**src/rtl/dcache_if.sv**
```systemverilog
// dcache_if: CPU load/store and block-memory signals of the direct-mapped data cache
interface dcache_if #(
  parameter int ADDR_W   = 8,
  parameter int WORD_W   = 32,
  parameter int OFFSET_W = 2
);
  localparam int BLOCK_W = WORD_W << OFFSET_W;
  logic                       read;
  logic                       write;
  logic [ADDR_W-1:0]          address;
  logic [WORD_W-1:0]          writedata;
  logic [WORD_W-1:0]          readdata;
  logic                       busywait;
  logic                       mem_read;
  logic                       mem_write;
  logic [ADDR_W-OFFSET_W-1:0] mem_address;
  logic [BLOCK_W-1:0]         mem_writedata;
  logic [BLOCK_W-1:0]         mem_readdata;
  logic                       mem_busywait;
  modport master (
    output read, write, address, writedata, mem_readdata, mem_busywait,
    input  readdata, busywait, mem_read, mem_write, mem_address, mem_writedata
  );
  modport slave (
    input  read, write, address, writedata, mem_readdata, mem_busywait,
    output readdata, busywait, mem_read, mem_write, mem_address, mem_writedata
  );
endinterface

```
**src/rtl/dcache_dm.sv**
```systemverilog
// dcache_dm: direct-mapped write-back write-allocate data cache with miss-handling FSM
module dcache_dm #(
  parameter int ADDR_W   = 8,
  parameter int WORD_W   = 32,
  parameter int INDEX_W  = 3,
  parameter int OFFSET_W = 2
) (
  input logic     clock,
  input logic     reset,
  dcache_if.slave bus
);
  localparam int TAG_W = ADDR_W - INDEX_W - OFFSET_W;
  localparam int LINES = 1 << INDEX_W;
  localparam int WORDS = 1 << OFFSET_W;
  typedef enum logic [1:0] {IDLE, WRITEBACK, FETCH, ALLOCATE} state_t;
  state_t                         state_q, state_d;
  logic [LINES-1:0]               valid_q, valid_d, dirty_q, dirty_d;
  logic [TAG_W-1:0]               tag_q [LINES];
  logic [WORDS-1:0][WORD_W-1:0]   data_q [LINES];
  logic [WORDS-1:0][WORD_W-1:0]   fill_q;
  logic [TAG_W-1:0]               tag;
  logic [INDEX_W-1:0]             idx;
  logic [OFFSET_W-1:0]            off;
  logic                           hit, req, write_hit, alloc;
  assign tag       = bus.address[ADDR_W-1 -: TAG_W];
  assign idx       = bus.address[OFFSET_W +: INDEX_W];
  assign off       = bus.address[OFFSET_W-1:0];
  assign hit       = valid_q[idx] && (tag_q[idx] == tag);
  assign req       = bus.read | bus.write;
  assign write_hit = (state_q == IDLE) && bus.write && hit;
  assign alloc     = (state_q == ALLOCATE);
  // Stall is forced low while reset is held so a pending request cannot freeze the CPU
  assign bus.busywait = !reset && ((state_q != IDLE) || (req && !hit));
  assign bus.readdata = (state_q == IDLE && bus.read && !bus.write && hit) ? data_q[idx][off] : '0;
  // Miss sequencing and memory handshake; write-back always precedes the fetch of a dirty line
  always_comb begin
    state_d           = state_q;
    bus.mem_read      = 1'b0;
    bus.mem_write     = 1'b0;
    bus.mem_address   = '0;
    bus.mem_writedata = '0;
    case (state_q)
      IDLE:      if (req && !hit) state_d = (valid_q[idx] && dirty_q[idx]) ? WRITEBACK : FETCH;
      WRITEBACK: begin
        bus.mem_write     = 1'b1;
        bus.mem_address   = {tag_q[idx], idx};
        bus.mem_writedata = data_q[idx];
        state_d           = bus.mem_busywait ? WRITEBACK : FETCH;
      end
      FETCH: begin
        bus.mem_read    = 1'b1;
        bus.mem_address = {tag, idx};
        state_d         = bus.mem_busywait ? FETCH : ALLOCATE;
      end
      default:   state_d = IDLE;
    endcase
  end
  // Line status: allocation installs a clean valid line, a store hit marks it dirty
  always_comb begin
    valid_d = valid_q;
    dirty_d = dirty_q;
    if (alloc) begin
      valid_d[idx] = 1'b1;
      dirty_d[idx] = 1'b0;
    end else if (write_hit) dirty_d[idx] = 1'b1;
  end
  // State and status bits clear asynchronously so an interrupted miss leaves nothing behind
  always_ff @(posedge clock or posedge reset)
    if (reset) begin
      state_q <= IDLE;
      valid_q <= '0;
      dirty_q <= '0;
    end else begin
      state_q <= state_d;
      valid_q <= valid_d;
      dirty_q <= dirty_d;
    end
  // Block storage: capture the fetched block, install it on allocate, merge store words on hit
  always_ff @(posedge clock) begin
    if (state_q == FETCH && !bus.mem_busywait) fill_q <= bus.mem_readdata;
    if (alloc) begin
      data_q[idx] <= fill_q;
      tag_q[idx]  <= tag;
    end else if (write_hit) data_q[idx][off] <= bus.writedata;
  end
endmodule

```
**src/flat_wrapper.sv**
```systemverilog
// flat-port wrapper written by rule: the top's interface ports become plain ports
module dcache_dm_flat 
#(
  parameter int ADDR_W   = 8,
  parameter int WORD_W   = 32,
  parameter int INDEX_W  = 3,
  parameter int OFFSET_W = 2
)
  (clock, reset, bus_read, bus_write, bus_address, bus_writedata, bus_mem_readdata, bus_mem_busywait, bus_readdata, bus_busywait, bus_mem_read, bus_mem_write, bus_mem_address, bus_mem_writedata);
  dcache_if #(.ADDR_W(ADDR_W), .WORD_W(WORD_W), .OFFSET_W(OFFSET_W)) bus_i ();
  input logic clock;
  input logic reset;
  input wire logic [$bits(bus_i.read)-1:0] bus_read;
  input wire logic [$bits(bus_i.write)-1:0] bus_write;
  input wire logic [$bits(bus_i.address)-1:0] bus_address;
  input wire logic [$bits(bus_i.writedata)-1:0] bus_writedata;
  input wire logic [$bits(bus_i.mem_readdata)-1:0] bus_mem_readdata;
  input wire logic [$bits(bus_i.mem_busywait)-1:0] bus_mem_busywait;
  output wire logic [$bits(bus_i.readdata)-1:0] bus_readdata;
  output wire logic [$bits(bus_i.busywait)-1:0] bus_busywait;
  output wire logic [$bits(bus_i.mem_read)-1:0] bus_mem_read;
  output wire logic [$bits(bus_i.mem_write)-1:0] bus_mem_write;
  output wire logic [$bits(bus_i.mem_address)-1:0] bus_mem_address;
  output wire logic [$bits(bus_i.mem_writedata)-1:0] bus_mem_writedata;
  assign bus_i.read = bus_read;
  assign bus_i.write = bus_write;
  assign bus_i.address = bus_address;
  assign bus_i.writedata = bus_writedata;
  assign bus_i.mem_readdata = bus_mem_readdata;
  assign bus_i.mem_busywait = bus_mem_busywait;
  assign bus_readdata = bus_i.readdata;
  assign bus_busywait = bus_i.busywait;
  assign bus_mem_read = bus_i.mem_read;
  assign bus_mem_write = bus_i.mem_write;
  assign bus_mem_address = bus_i.mem_address;
  assign bus_mem_writedata = bus_i.mem_writedata;
  dcache_dm #(.ADDR_W(ADDR_W), .WORD_W(WORD_W), .INDEX_W(INDEX_W), .OFFSET_W(OFFSET_W)) u_core (.clock(clock), .reset(reset), .bus(bus_i));
endmodule
```
**config.mk**
```make
export PLATFORM = sky130hd
export DESIGN_NAME = dcache_dm_flat
export DESIGN_NICKNAME = d
export VERILOG_FILES = /design/src/rtl/dcache_if.sv /design/src/rtl/dcache_dm.sv /design/src/flat_wrapper.sv
export SDC_FILE = /design/constraint.sdc
export NUM_CORES = 1
export LEC_CHECK = 0
export CORE_ASPECT_RATIO = 1.25
export CORE_MARGIN = 5
export CORE_UTILIZATION = 30
export DETAILED_ROUTE_END_ITERATION = 8
export GPL_ROUTABILITY_DRIVEN = 0
export PLACE_DENSITY = 0.54
export RECOVER_POWER = 50
export SLEW_MARGIN = 0
export SYNTH_ARGS = -nofsm -noshare
export SYNTH_HDL_FRONTEND = slang
export SYNTH_SLANG_ARGS = --single-unit
```
**constraint.sdc**
```tcl
create_clock -name clock -period 8.1 [get_ports clock]
set_input_delay 1.62 -clock clock [delete_from_list [all_inputs] [get_ports clock]]
set_output_delay 1.62 -clock clock [all_outputs]
set_load 0.01 [all_outputs]
```
==> results by stage <==
Status:
- The flow ran to the end, but the final reports show violations.
- The checks that failed: capacitance limit, slew limit.

Placement:
- The detailed-placement wirelength estimate is between 100000 and 150000 um.
- Port buffering added approximately 340 buffers.

Timing:
- Setup total negative slack on the finished layout was measured at 0 ns.
- Derived from the worst setup path, the maximum achievable clock frequency is roughly 0.13 GHz.
- The worst slew margin relative to its limit is -170%.
- The share of the clock period used by the worst path after layout is between 90% and 100%.
- The hold slack is roughly 0.47 ns.
- The slew at the pin with the worst max-slew slack is between 4 and 5 ns.
- The time the final worst path needs with I/O delays and setup is 7.50 ns.
- The total of endpoints with negative setup slack in the final report is 0.
- The number of pins exceeding their max-slew limit in the final report was just under 600.
- Setup repair after global routing left no endpoint under its margin.
- Between clock sinks in the finished design, the worst skew comes to 0.0408 ns.
- The final-report hold violation count is 0.

Die:
- The floorplan step defined a die boundary enclosing around 170000 sq um.
- Row generation in the floorplan step produced 163 rows.
- For this configuration, the core starts out at a cell density of a little under a third.
- Measured along the y axis, the die boundary spans approximately 450 um.
- From left edge to right edge, the die measures 366 um.
- The number of placed I/O pins is between 300 and 400.
- The placeable core region is between 150000 and 200000 sq um.

Hold path:
- The tightest min-delay check is of the register to register type.

Worst setup path:
- The kind of end point of the critical path is a primary output.
- At the worst endpoint, the required time is about 6.5 ns.
- STA puts the critical path data arrival time at 5.88 ns.
- The critical path in this run is classified as input pin to primary output.
- The highest fanout seen on the critical path is 65.
- The worst setup path is launched from an input pin.

CTS:
- The H-tree generated during clock tree synthesis spans 3 levels.
- The number of resized instances in the post-cts repair step is 0.
- In this run the post-CTS setup repair buffer count came out at 0.
- The number of sinks driven by the clock tree is roughly 1200.
- The clock slew at the register clock pins of the worst setup and hold paths is approximately 0.060 ns.
- The largest buffer count on any clock path is 3.
- The total of hold buffers inserted after clock tree synthesis is 0.
- The number of clock buffers added by TritonCTS is between 100 and 150.
- Clock latency on the worst-skew pair, taken at its later pin, is 0.77 ns.
- The cell chosen for the clock root is sky130_fd_sc_hd__clkbuf_16.
- TritonCTS built the clock tree.

Power:
- Summing internal, switching and leakage power gives between 15 and 20 mW.
- In this run the static leakage power is 18.6 nW.
- IR analysis of the VDD net gives a maximum drop of about 0.18 mV.
- The power per standard cell area is 261 nW/um^2.

Synth:
- The most frequently used flop master after synthesis is sky130_fd_sc_hd__edfxtp_1.
- When the netlist entered floorplanning its net count stood at ~2800.
- Synthesis produced approximately 2600 cells.
- The post-synthesis instance area is ~47000 sq um.
- In the synthesized netlist the async set-or-reset flop fraction comes to roughly 1.5%.
- The share of the yosys chip area belonging to registers is 75.4%.
- Synthesis inferred 1194 register bits.
- The number of different library cells in the post-synthesis netlist is 55.
- The count of flip-flops with a built-in enable after synthesis is around 1200.
- The Yosys step of the flow raised 0 warnings.
- The average size of a mapped cell is about 18 sq um.

Job:
- The count of maximum capacitance violations is 26.

Route:
- The number of vias per cell is between 5 and 6.
- The number of nets with antenna violations after detailed routing is 0.
- The routed via count is around 28000.
- The violation count after the first detailed-routing iteration is ~3500.
- The final layout contains routed wiring with a total length of between 150000 and 200000 um.
- The first detailed-routing pass ran for 5 iterations.
- The count of unresolved DRC violations after routing is 0.
- The wire length per cell is 33.6 um.

Global routing:
- The initial antenna violation count is 11.
- The total global routing overflow is 0.
- The first-pass GRT wire length is between 200000 and 250000 um.
- The largest net degree at the start of global routing is 130.
- The global routing usage summed across all routing layers is just over 20%.
- The via count of the first global-routing pass is ~28000.

Cells and area:
- For this run, the post-layout net count is 3192.
- The share of the core filled with cells is between 30 and 40%.
- The filler cells instantiated in the layout total approximately 15000.
- The library cell used most frequently in the layout, excluding fill and tap cells, is sky130_fd_sc_hd__edfxtp_1.
- From synthesis to final layout, the design area changed by 22.0%.
- The top cell types in the final layout, fill and taps aside, are sky130_fd_sc_hd__edfxtp_1 (1176), sky130_fd_sc_hd__clkdlybuf4s50_1 (202), sky130_fd_sc_hd__nor2_1 (173), sky130_fd_sc_hd__dlygate4sd3_1 (134), sky130_fd_sc_hd__a221oi_1 (133).
- Of the cells placed in the final design, the portion with a size suffix greater than 1 is about 16%.
metrics by stage:
step           instances  setup slack, ns  instance area [sq um]
2_1_floorplan       2597           0.0624                  47500
5_1_grt             5175            0.618                  57900
3_5_place_dp        4955             1.27                  54200
4_1_cts             5174             1.25                  58100
3_3_place_gp        4955             1.24                  54200
6_report            5178            0.603                  57900
layer usage:
metal	vias to the layer above	GRT usage [%]	routed length (um)
met5	-	0	21
met4	4	6.37	5190
met3	251	4.36	15800
met2	1551	33.5	83900
met1	15100	27.0	69200
li1	11400	-	-
final cells by class:
cell class	count	area, sq um	area share, %
multi-input cells	1217	11200	19.3
clock inverters	75	761	1.31
repair buffers	465	4450	7.68
flip-flops and latches	1194	35800	61.8
inverters	17	68.8	0.119
diodes	4	10.0	0.0173
clock buffers	144	3090	5.34
well taps	2062	2580	4.46
Yosys cell counts (3+ instances only):
cell                          n  area, sq um
sky130_fd_sc_hd__edfxtp_1  1176        35300
sky130_fd_sc_hd__nor2_1     204          766
sky130_fd_sc_hd__a221oi_1   133         1160
sky130_fd_sc_hd__mux2_1     128         1440
sky130_fd_sc_hd__mux4_2     126         2840
sky130_fd_sc_hd__mux2i_1    125         1250
sky130_fd_sc_hd__clkbuf_1    78          293
sky130_fd_sc_hd__nand2_1     78          293
sky130_fd_sc_hd__buf_2       59          295
sky130_fd_sc_hd__a21oi_1     49          245
sky130_fd_sc_hd__mux2_2      44          495
sky130_fd_sc_hd__o22ai_1     41          257
sky130_fd_sc_hd__and2_1      39          244
sky130_fd_sc_hd__a22oi_1     38          285
sky130_fd_sc_hd__a22o_1      35          307
sky130_fd_sc_hd__buf_1       24         90.1
sky130_fd_sc_hd__o21ai_0     21          105
sky130_fd_sc_hd__o22a_1      19          166
sky130_fd_sc_hd__dfrtp_1     18          450
sky130_fd_sc_hd__a221o_1     16          160
sky130_fd_sc_hd__nor2b_1     16          100
sky130_fd_sc_hd__inv_1       15         56.3
sky130_fd_sc_hd__nand2b_1    15         93.8
sky130_fd_sc_hd__a31oi_1     13         81.3
sky130_fd_sc_hd__and3_1       8         50.1
sky130_fd_sc_hd__nand3_1      6         30.0
sky130_fd_sc_hd__o221ai_1     6         52.6
sky130_fd_sc_hd__or2_2        6         37.5
sky130_fd_sc_hd__buf_4        5         37.5
sky130_fd_sc_hd__nor3_1       5         25.0
sky130_fd_sc_hd__a211o_1      4         35.0
sky130_fd_sc_hd__ha_1         4         50.1
sky130_fd_sc_hd__nand4_1      4         25.0
sky130_fd_sc_hd__buf_6        3         33.8
sky130_fd_sc_hd__nor4_1       3         18.8
sky130_fd_sc_hd__o211ai_1     3         22.5
sky130_fd_sc_hd__o21bai_1     3         22.5
sky130_fd_sc_hd__o31ai_1      3         22.5
registers in the layout, summed over array words and instances, names as in the netlist, named ones only:
name            count
u_core.state_q      2
u_core.valid_q      8
u_core.tag_q       24
u_core.fill_q     128
u_core.data_q    1024
final timing paths:
kind,from,to,slack (ns),depth (start not counted)
min in group asynchronous,reset,u_core.valid_q[6]$_DFFE_PP0P_,1.49,2
max,bus_address[3],bus_readdata[23],0.60,7
max in group asynchronous,reset,u_core.valid_q[3]$_DFFE_PP0P_,6.13,2
max reg2reg,u_core.tag_q[1][0]$_DFFE_PP_,u_core.data_q[2][28]$_DFFE_PP_,2.66,8
min,u_core.valid_q[1]$_DFFE_PP0P_,u_core.valid_q[1]$_DFFE_PP0P_,0.47,1
min reg2reg,u_core.valid_q[1]$_DFFE_PP0P_,u_core.valid_q[1]$_DFFE_PP0P_,0.47,1
cells by family after synthesis:
family,Yosys count,synth area share (%)
flops,1194,75.4
mux,423,12.7
compound gates,398,6.42
simple gates,392,3.70
buf+inv,186,1.71
fa+ha+maj,4,0.105
worst max-delay path, stage by stage:
cell	delay, ns
sky130_fd_sc_hd__buf_8	0.49
sky130_fd_sc_hd__or2_0	1.02
sky130_fd_sc_hd__nor2_1	0.56
sky130_fd_sc_hd__a221oi_1	1.04
sky130_fd_sc_hd__mux4_2	0.45
sky130_fd_sc_hd__nor2_1	0.05
sky130_fd_sc_hd__clkdlybuf4s50_1	0.50
power breakdown:
group          switching [mW]  total, mW  internal (mW)  leakage [nW]
clock network            2.47       5.55           3.08          1.89
registers               0.123       7.53           7.41          10.9
logic                    1.37       2.02          0.651          5.81
total                    3.97       15.1           11.1          18.6
Note: power is estimated with default switching activity, not from simulation.
